==> src/rtl/ppu_oam_pkg.sv <==
// Shared definitions for the PPU object-attribute-memory block: register map,
// write-strobe FSM encoding and the CPU read-view helper.
package ppu_oam_pkg;

    localparam logic [15:0] PPU_REG_BASE  = 16'h2000;
    localparam logic [15:0] PPU_REG_MASK  = 16'hE000;
    localparam logic [2:0]  OAMADDR_IDX   = 3'd3;
    localparam logic [2:0]  OAMDATA_IDX   = 3'd4;
    localparam logic [7:0]  ATTR_RD_MASK  = 8'hE3;

    typedef enum logic [0:0] {
        S_IDLE = 1'b0,
        S_HELD = 1'b1
    } wr_state_e;

    // Attribute bytes (entry offset 2) read back with the unimplemented bits 4:2 as zero.
    function automatic logic [7:0] oam_read_view(input logic is_attr, input logic [7:0] data);
        logic [7:0] view;
        if (is_attr) begin
            view = data & ATTR_RD_MASK;
        end else begin
            view = data;
        end
        return view;
    endfunction

endpackage

==> src/rtl/ppu_oam_if.sv <==
// CPU/DMA bus as seen by the OAM block: snooped address, write data,
// read/not-write strobe and the register read-back data.
interface ppu_oam_if;

    logic [15:0] cpumc_a_in;
    logic [7:0]  cpumc_din_in;
    logic        cpu_r_nw_in;
    logic [7:0]  cpumc_dout_out;

    modport master (
        output cpumc_a_in,
        output cpumc_din_in,
        output cpu_r_nw_in,
        input  cpumc_dout_out
    );

    modport slave (
        input  cpumc_a_in,
        input  cpumc_din_in,
        input  cpu_r_nw_in,
        output cpumc_dout_out
    );

endinterface

==> src/rtl/ppu_oam_ram.sv <==
// 256x8 object attribute memory: one synchronous write port and two
// synchronous read ports. Reads return the pre-write contents on a collision.
module oam_ram (
    input  logic       clk_in,
    input  logic       rst_n_in,
    input  logic       we_in,
    input  logic [7:0] waddr_in,
    input  logic [7:0] wdata_in,
    input  logic [7:0] raddr_a_in,
    output logic [7:0] rdata_a_out,
    input  logic [7:0] raddr_b_in,
    output logic [7:0] rdata_b_out
);

    logic [7:0] mem_q [0:255];
    logic [7:0] rdata_a_q;
    logic [7:0] rdata_b_q;

    // Array write port; contents deliberately survive reset.
    always_ff @(posedge clk_in) begin
        if (we_in) begin
            mem_q[waddr_in] <= wdata_in;
        end
    end

    // Registered read ports, cleared while reset is asserted.
    always_ff @(posedge clk_in or negedge rst_n_in) begin
        if (!rst_n_in) begin
            rdata_a_q <= 8'h00;
            rdata_b_q <= 8'h00;
        end else begin
            rdata_a_q <= mem_q[raddr_a_in];
            rdata_b_q <= mem_q[raddr_b_in];
        end
    end

    assign rdata_a_out = rdata_a_q;
    assign rdata_b_out = rdata_b_q;

endmodule

==> src/rtl/ppu_oam.sv <==
// PPU OAM block: snoops OAMADDR/OAMDATA on the CPU bus, owns the OAM address
// pointer, and serves the sprite evaluator through a second read port.
module ppu_oam
    import ppu_oam_pkg::*;
(
    input  logic       clk_in,
    input  logic       rst_n_in,
    ppu_oam_if.slave   bus,
    input  logic       rendering_in,
    input  logic [7:0] spr_a_in,
    output logic [7:0] spr_d_out
);

    wr_state_e  state_q, state_d;
    logic [2:0] held_idx_q, held_idx_d;
    logic [7:0] oam_addr_q, oam_addr_d;
    logic       rd_sel_q, rd_sel_d;
    logic       rd_attr_q, rd_attr_d;
    logic       reg_sel_s;
    logic [2:0] idx_s;
    logic       wr_req_s;
    logic       accept_s;
    logic       ram_we_s;
    logic [7:0] cpu_rd_s;

    assign reg_sel_s = ((bus.cpumc_a_in & PPU_REG_MASK) == PPU_REG_BASE);
    assign idx_s     = bus.cpumc_a_in[2:0];
    assign wr_req_s  = reg_sel_s && !bus.cpu_r_nw_in &&
                       ((idx_s == OAMADDR_IDX) || (idx_s == OAMDATA_IDX));

    // Write-strobe state and registered datapath.
    always_ff @(posedge clk_in or negedge rst_n_in) begin
        if (!rst_n_in) begin
            state_q    <= S_IDLE;
            held_idx_q <= 3'd0;
            oam_addr_q <= 8'h00;
            rd_sel_q   <= 1'b0;
            rd_attr_q  <= 1'b0;
        end else begin
            state_q    <= state_d;
            held_idx_q <= held_idx_d;
            oam_addr_q <= oam_addr_d;
            rd_sel_q   <= rd_sel_d;
            rd_attr_q  <= rd_attr_d;
        end
    end

    // Next state: a write is taken once, then held until the strobe ends or moves.
    always_comb begin
        state_d = state_q;
        case (state_q)
            S_IDLE: begin
                if (wr_req_s) begin
                    state_d = S_HELD;
                end else begin
                    state_d = S_IDLE;
                end
            end
            S_HELD: begin
                if (bus.cpu_r_nw_in || !reg_sel_s || (idx_s != held_idx_q)) begin
                    state_d = S_IDLE;
                end else begin
                    state_d = S_HELD;
                end
            end
            default: state_d = S_IDLE;
        endcase
    end

    // FSM output: the single-cycle acceptance pulse.
    always_comb begin
        accept_s = 1'b0;
        case (state_q)
            S_IDLE:  accept_s = wr_req_s;
            S_HELD:  accept_s = 1'b0;
            default: accept_s = 1'b0;
        endcase
    end

    // Pointer update, OAM write enable and read-select capture.
    always_comb begin
        oam_addr_d = oam_addr_q;
        held_idx_d = held_idx_q;
        ram_we_s   = 1'b0;
        if (accept_s) begin
            held_idx_d = idx_s;
            if (idx_s == OAMADDR_IDX) begin
                oam_addr_d = bus.cpumc_din_in;
            end else if (rendering_in) begin
                oam_addr_d = oam_addr_q + 8'd4;
            end else begin
                oam_addr_d = oam_addr_q + 8'd1;
                ram_we_s   = rst_n_in;
            end
        end else begin
            oam_addr_d = oam_addr_q;
        end
        rd_sel_d  = reg_sel_s && bus.cpu_r_nw_in && (idx_s == OAMDATA_IDX);
        rd_attr_d = (oam_addr_q[1:0] == 2'b10);
    end

    oam_ram u_oam_ram (
        .clk_in      (clk_in),
        .rst_n_in    (rst_n_in),
        .we_in       (ram_we_s),
        .waddr_in    (oam_addr_q),
        .wdata_in    (bus.cpumc_din_in),
        .raddr_a_in  (oam_addr_q),
        .rdata_a_out (cpu_rd_s),
        .raddr_b_in  (spr_a_in),
        .rdata_b_out (spr_d_out)
    );

    assign bus.cpumc_dout_out = rd_sel_q ? oam_read_view(rd_attr_q, cpu_rd_s) : 8'h00;

endmodule

==> src/flat_wrapper.sv <==
// flat-port wrapper written by rule: the top's interface ports become plain ports
module ppu_oam_flat import ppu_oam_pkg::*;
  (clk_in, rst_n_in, rendering_in, spr_a_in, spr_d_out, bus_cpumc_a_in, bus_cpumc_din_in, bus_cpu_r_nw_in, bus_cpumc_dout_out);
  ppu_oam_if bus_i ();
  input  logic clk_in;
  input  logic rst_n_in;
  input  logic rendering_in;
  input  logic [7:0] spr_a_in;
  output logic [7:0] spr_d_out;
  input wire logic [$bits(bus_i.cpumc_a_in)-1:0] bus_cpumc_a_in;
  input wire logic [$bits(bus_i.cpumc_din_in)-1:0] bus_cpumc_din_in;
  input wire logic [$bits(bus_i.cpu_r_nw_in)-1:0] bus_cpu_r_nw_in;
  output wire logic [$bits(bus_i.cpumc_dout_out)-1:0] bus_cpumc_dout_out;
  assign bus_i.cpumc_a_in = bus_cpumc_a_in;
  assign bus_i.cpumc_din_in = bus_cpumc_din_in;
  assign bus_i.cpu_r_nw_in = bus_cpu_r_nw_in;
  assign bus_cpumc_dout_out = bus_i.cpumc_dout_out;
  ppu_oam u_core (.clk_in(clk_in), .rst_n_in(rst_n_in), .bus(bus_i), .rendering_in(rendering_in), .spr_a_in(spr_a_in), .spr_d_out(spr_d_out));
endmodule
==> config.mk <==
export PLATFORM = sky130hd
export DESIGN_NAME = ppu_oam_flat
export DESIGN_NICKNAME = d
export VERILOG_FILES = /design/src/rtl/ppu_oam_pkg.sv /design/src/rtl/ppu_oam_if.sv /design/src/rtl/ppu_oam_ram.sv /design/src/rtl/ppu_oam.sv /design/src/flat_wrapper.sv
export SDC_FILE = /design/constraint.sdc
export NUM_CORES = 2
export LEC_CHECK = 0
export ABC_AREA = 1
export BUFFER_PORTS_ARGS = -buffer_cell sky130_fd_sc_hd__buf_2
export CAP_MARGIN = 20
export CELL_PAD_IN_SITES_DETAIL_PLACEMENT = 1
export CELL_PAD_IN_SITES_GLOBAL_PLACEMENT = 1
export CORE_MARGIN = 2
export CORE_UTILIZATION = 50
export DETAILED_ROUTE_END_ITERATION = 10
export HOLD_SLACK_MARGIN = 0.03
export PLACE_DENSITY_LB_ADDON = 0.1
export SLEW_MARGIN = 20
export SYNTH_ARGS = -nofsm -noshare
export SYNTH_HDL_FRONTEND = slang
export SYNTH_HIERARCHICAL = 1
export SYNTH_SLANG_ARGS = --single-unit
==> constraint.sdc <==
create_clock -name clk_in -period 3.1 [get_ports clk_in]
set_input_delay 0.465 -clock clk_in [delete_from_list [all_inputs] [get_ports clk_in]]
set_output_delay 0.465 -clock clk_in [all_outputs]
set_load 0.03 [all_outputs]
* After elaboration in Yosys (flattened, before gate mapping)
Memory sizes are Yosys's and may differ from the RTL's. A register that Yosys moved wholly into a read port is not among the register bits.
Index checks and enable logic that the tools add are counted.
** Operators by class
- $add $sub $neg :: 2
- Eq/ne operators :: 5
- Bitwise operators :: 1
- Reduce and logical (&&, ||, !) cells :: 11
- Multiplexer cells :: 13
** Operator list (number)
- 8-bit 2-to-1 mux :: 3
- 8-bit by 1-bit adder with 8-bit output (second input constant) :: 1
- 8-bit by 3-bit adder with 8-bit output (second input constant) :: 1
- 1-bit 2-to-1 mux :: 7
- 5-bit 2-to-1 mux :: 1
- 1-bit logical AND :: 4
- 1-bit logical NOT :: 4
- 1-bit one-hot mux with 2 select lines :: 2
- 3-bit by 1-bit equality test with 1-bit output (second input constant) :: 1
- 3-bit by 2-bit equality test with 1-bit output (second input constant) :: 1
- 3-bit equality test (second input constant) :: 1
- 1-bit logical OR :: 3
- 3-bit inequality test :: 1
- 2-bit equality test (second input constant) :: 1
- 1-bit NOT :: 1
** Word-level totals
- Memory bits (writable) :: 2048
- Register bits :: 14
- Output and inout bits :: 16
- Memories kept :: 1
** Memory list
- u_core.u_oam_ram.mem_q :: depth 256, bits a word 8, rd ports 2, clocked after Yosys merged registers in 2, wr ports 1, line ppu_oam_ram.sv:15 : logic [7:0] mem_q [0:255];

* Logic depth before layout (Yosys ltp)
- Depth after elaboration :: 7
- Mapped depth :: 15
- Depth with buffers taken out :: 11

* Cells and area by module
The synthesis kept the hierarchy.
** By module, submodules not included
- oam_ram :: cells each 11571, area each 103819.6 sq um, sequential area each 61899.4 sq um, instances 1
- ppu_oam :: cells each 157, area each 1007.2 sq um, sequential area each 350.3 sq um, instances 1

* Worst setup path after synthesis
OpenSTA, ideal clock, no wires.
- Path type :: in2reg
- Start point :: in bus_cpumc_a_in[15]
- End point :: mem u_core.u_oam_ram.mem_q[197][0] (enable)
- Required time :: 2730 ps
- Path slack :: 529 ps
- Stages on the path :: 10
- Library setup time :: 370 ps
- Arrival :: 2201 ps
- Cell sequence :: inv_1 nand3_1 nor2_1 nand3_1 buf_6 nor2_1 clkbuf_1 nand3_1 clkbuf_1 nor2_1
** Between the ends
- Word-level cells in the longest chain between the ends :: 7
** Ends and longest elaborated chain
- start: declaration :: line flat_wrapper.sv:10 : input wire logic [$bits(bus_i.cpumc_a_in)-1:0] bus_cpumc_a_in;
- 3-bit by 1-bit equality test with 1-bit output :: line ppu_oam.sv:26 : assign reg_sel_s = ((bus.cpumc_a_in & PPU_REG_MASK) == PPU_REG_BASE);
- 1-bit logical AND (2 in a row) :: line ppu_oam.sv:28 : assign wr_req_s = reg_sel_s && !bus.cpu_r_nw_in &&
- 1-bit one-hot mux with 2 select lines :: line ppu_oam.sv:73 : case (state_q)
- 1-bit 2-to-1 mux :: line ppu_oam.sv:85 : if (accept_s) begin
- via u_core.ram_we_s :: line ppu_oam.sv:23 : logic ram_we_s;
- 1-bit 2-to-1 mux :: line ppu_oam_ram.sv:21 : if (we_in) begin
- 1-bit 2-to-1 mux (not written as such) :: line ppu_oam_ram.sv:22 : mem_q[waddr_in] <= wdata_in;
- end: declaration :: line ppu_oam_ram.sv:15
The timed path passes the listed nets, and every way through them passes these cells.

* Final worst setup path
- Start point :: in bus_cpumc_a_in[2]
- End point :: mem u_core.u_oam_ram.mem_q[80][6] (enable)
** Between the ends
- Word-level cells in the longest chain between the ends :: 7
- Elaborated cells on any way between the ends :: 9
** Ends and longest elaborated chain
- 3-bit by 2-bit equality test with 1-bit output or 3-bit equality test (tied branches) :: line ppu_oam.sv:29, ppu_oam.sv:87
- 1-bit logical OR :: line ppu_oam.sv:29 : ((idx_s == OAMADDR_IDX) || (idx_s == OAMDATA_IDX));
- 1-bit logical AND :: line ppu_oam.sv:28
- 1-bit one-hot mux with 2 select lines :: line ppu_oam.sv:73
- 1-bit 2-to-1 mux * :: line ppu_oam.sv:85
- via u_core.ram_we_s :: line ppu_oam.sv:23
- 1-bit 2-to-1 mux * :: line ppu_oam_ram.sv:21
- 1-bit 2-to-1 mux (not written as such) * :: line ppu_oam_ram.sv:22
Mark *: on every way through the listed nets, which the timed path passes. The rest lies on a longest branch.

==> summary.md <==
• 11809 — total number of nets in the final design
• 4 — H-tree depth
• 41 — quantity of I/O buffers inserted on ports
• 50600 µW — internal portion of total power
• 0 — DRC violation count after routing
• 26 — number of distinct library cell variants in the gate-level netlist after synthesis
• 278000 µm — placed wire-length estimate after detailed placement
• 13.4% — Synth-to-Final Area Change
• 0 — Maximum Capacitance Violations
• primary input to flop — Crit Path Class
• 0 — setup-violating endpoint count in the final report
• 9.15% — proportion of layout cells with a drive suffix above 1
• 29.7% — tightest slew margin relative to the limit
• bus_cpumc_a_in[2] — worst setup path startpoint
• 0.91 ns — clock network latency to the later pin of the worst-skew pair
• 105000 µm² — cell area after synthesis
• 40.6% — All-Layer GR Usage
• 6 — first-pass detailed-route iteration total
• completed — outcome
• 3 — maximum buffer depth of the clock tree
• 2048 — number of enable flip-flop cells after synthesis
• 3.64 ns — data arrival time at the worst-slack endpoint
• 3.03 ns — Tmin final
• 12654 — Iteration-0 DRC Markers
• 23.2% — part of the power in combinational logic
• 20 — biggest fanout along the worst timing path
• 11767 — Syn Nets
• 168 — row cnt
• flop — element type at the critical path end
• u_core/u_oam_ram/rdata_a_out[5]$_DFF_PN0_ — endpoint of the worst-slack reg-to-reg timing path
• 0 — gr ovfl total
• 0.0450 µW — Leak
• 29.8 µm — average detailed-routed wire length per instance
• 6 — total number of yosys warnings
• 23662 — layout filler cell count
• 111000 µm² — cell area after placement
• 637 nW/µm² — power per cell area
• sky130_fd_sc_hd__edfxtp_1 59%, sky130_fd_sc_hd__nand3_1 19%, sky130_fd_sc_hd__nand2_1 15%, sky130_fd_sc_hd__buf_2 2.6%, sky130_fd_sc_hd__nor2_1 1.1% — cell types occupying the most area after synthesis
• sky130_fd_sc_hd__edfxtp_1 — most used flip-flop cell after synthesis
• 33.2% — Net Sw Frac
• 2078 — sink count of the clock tree
• 0.942 — final weighted congestion of routability-driven global placement
• 3.71 ns — Req. time, crit path
• 35.6% — power share of the clock group
• 52 — I/O pin cnt
• 641000 µm — wire length of the first global-routing pass
• bus_cpumc_din_in[2] — hold path startpoint
• 0.0242 ns — Setup Skew
• 591 µV — maximum ir drop on the vdd rail
• 58.7% — area share of the leading cell type in the synthesized netlist
• 0.0382 ns — hold slack
• 0 — Final Hold Vio Count
• 97.6% — Tcrit/Tclk final
• 41.3% — Reg power frac
• 96527 — number of vias after detailed routing
• sky130_fd_sc_hd__clkbuf_16 — buffer cell driving the clock tree root
• 1.44% — async set-or-reset flop fraction in the synthesized netlist
• 330 MHz — Max Clock Freq
• 1 — Worst Hold Depth
• 8.94 µm² — post-synthesis area per instance
• 13 — number of cells on the worst reg-to-reg path
• 59.4% — Seq/Total Area, Yosys
• 50.2% — initial core utilization
• 25100 µW — power spent charging and discharging nets
• 224 — CTS buffer count
• 119000 µm² — Post-Layout Inst Area
• 56.9% — final core utilization
• 2078 — register bit count reported by yosys
• false — unrepaired setup endpoints after global routing
• 1.05 ns — Slew @ Worst Pin
• built — clock tree from TritonCTS
• 0.0732 ns — final setup slack of the worst path
• 440000 µm — wire length after detailed routing
• u_core/oam_addr_q[0]$_DFFE_PN0P_ — reg2reg start
• 462 µm — die extent in y
• 0 — Final Max Tran Viols
• 99449 — number of global-route vias before repair
• 0 — Antenna Violating Nets Remaining
• 0.06 ns — Clock transition at path regs
• 11728 — Post-Synthesis Cells
• primary input to flop — kind of path behind the tightest hold check
• 462 µm — Die X-Extent
• primary input — type of origin of the critical path
• u_core/u_oam_ram/mem_q[218][2]$_DFFE_PP_ — worst min-delay path endpoint
• sky130_fd_sc_hd__edfxtp_1 — post-synthesis cell type with the largest combined area
• 213000 µm² — Die Footprint
• 209000 µm² — total core area
• -0.0767 ns — pre-CTS setup slack
• 10 — number of antenna violations at the first check in global routing
• 0 — # resized after CTS
• 0.08 ns — worst reg2reg setup slack
• 6.53 — routed vias/inst
• 113 — maximum number of pins on one net before global-route repair
## through the flow
stage / cells / TNS (ns) / power (µW)
after CTS: 14768 / 0 / 75100
final: 14771 / 0 / 75700
after detailed placement: 14335 / -4.66 / 48500
after global routing: 14769 / 0 / 77500
after floorplan: 11728 / 0 / 40900
after global placement: 14335 / -4.96 / 48100
## power groups by stage
stage	registers (µW)	clock network, µW	logic (µW)
floorplan	31600	0	9230
finish	31200	26900	17500
detailed placement	31800	0	16700
global placement	31800	0	16300
global route	31200	28100	18200
CTS	31200	27000	16900
## cell type report
cell class	instances	area, µm²	share of cell area [%]
sequential	2078	62300	52.4
multi-input combinational	8638	37600	31.7
timing repair buffer	751	7840	6.60
clock buffer	261	5740	4.83
tap	2805	3510	2.95
clock inverter	158	1490	1.25
inverter	77	364	0.306
antenna	3	7.51	0.00632
## logic make-up after synthesis
kind of cell	count (synthesis)	synth area share, %
buffers and inverters	1012	4.77
adders and majority gates	3	0.0358
DFF	2078	59.4
xor gates and xnor gates	1	0.00836
AOI/OAI and AO/OA	13	0.0657
and+or+nand+nor	8621	35.7
## synth_stat cells, drive strengths merged, types with 3 or more instances
cell / instances
nand2: 4263
nand3: 4051
edfxtp: 2048
buf: 763
nor2: 296
clkbuf: 172
inv: 77
dfrtp: 30
o21ai: 8
nand4: 4
a21oi: 3
ha: 3
nor3: 3
or2: 3
## worst max path at each step
| stage | endpoint | cells after the start |
|---|---|---|
| after detailed placement | u_core/u_oam_ram/mem_q[19][3]$_DFFE_PP_ | 11 |
| final | u_core/u_oam_ram/mem_q[80][6]$_DFFE_PP_ | 12 |
| after global placement | u_core/u_oam_ram/mem_q[19][3]$_DFFE_PP_ | 11 |
| after CTS | u_core/u_oam_ram/rdata_a_out[1]$_DFF_PN0_ | 14 |
| after floorplan | u_core/u_oam_ram/mem_q[197][0]$_DFFE_PP_ | 10 |
| after global routing | u_core/u_oam_ram/rdata_a_out[1]$_DFF_PN0_ | 14 |
## state kept, by name, summed over array words and instances, names as in the netlist
name and count:
u_core/oam_addr_q 8, u_core/u_oam_ram/mem_q 2048, u_core/u_oam_ram/rdata_b_out 8, u_core/rd_attr_q 1, u_core/u_oam_ram/rdata_a_out 8, u_core/rd_sel_q 1
u_core/state_q 1, u_core/held_idx_q 3
## worst max-delay path: stages
cell and delay, ns:
sky130_fd_sc_hd__dlygate4sd3_1 0.54, sky130_fd_sc_hd__buf_2 0.15, sky130_fd_sc_hd__inv_1 0.10, sky130_fd_sc_hd__nand3_2 0.18, sky130_fd_sc_hd__nand2_1 0.12, sky130_fd_sc_hd__nand3_1 0.24
sky130_fd_sc_hd__nor2_2 0.33, sky130_fd_sc_hd__buf_12 0.22, sky130_fd_sc_hd__nand2_2 0.51, sky130_fd_sc_hd__buf_4 0.36, sky130_fd_sc_hd__nor2_1 0.19, sky130_fd_sc_hd__buf_4 0.20
## cell usage in the layout, fill, tap and decap left out, drive strengths merged
master / synthesis / layout
clkbuf: 172 / 261
nor2: 296 / 296
clkinv: 0 / 124
xor2: 1 / 1
clkinvlp: 0 / 5
a21oi: 3 / 3
bufinv: 0 / 22
nor3: 3 / 3
ha: 3 / 3
nand4: 4 / 4
nand3: 4051 / 4051
o22ai: 1 / 1
nand2: 4263 / 4263
edfxtp: 2048 / 2048
o211ai: 1 / 1
dfrtp: 30 / 30
buf: 763 / 737
dlygate4sd3: 0 / 14
or2: 3 / 3
o21ai: 8 / 8
inv: 77 / 84
nand3b: 1 / 1
diode: 0 / 3
## timing repair
| action | CTS | global route |
|---|---|---|
| setup buffers | 0 | 0 |
| hold buffers | 14 | 0 |
| hold endpoints to repair | 102 | 0 |
## routing by layer
| metal | track usage [%] | share of wire [%] | wire length (µm) |
|---|---|---|---|
| met5 | 0 | 0.022 | 97 |
| met1 | 52.7 | 38 | 165000 |
| met4 | 24.0 | 6.4 | 28300 |
| met3 | 8.45 | 11 | 47300 |
| met2 | 63.2 | 45 | 199000 |
(Power assumes the default switching activity.)
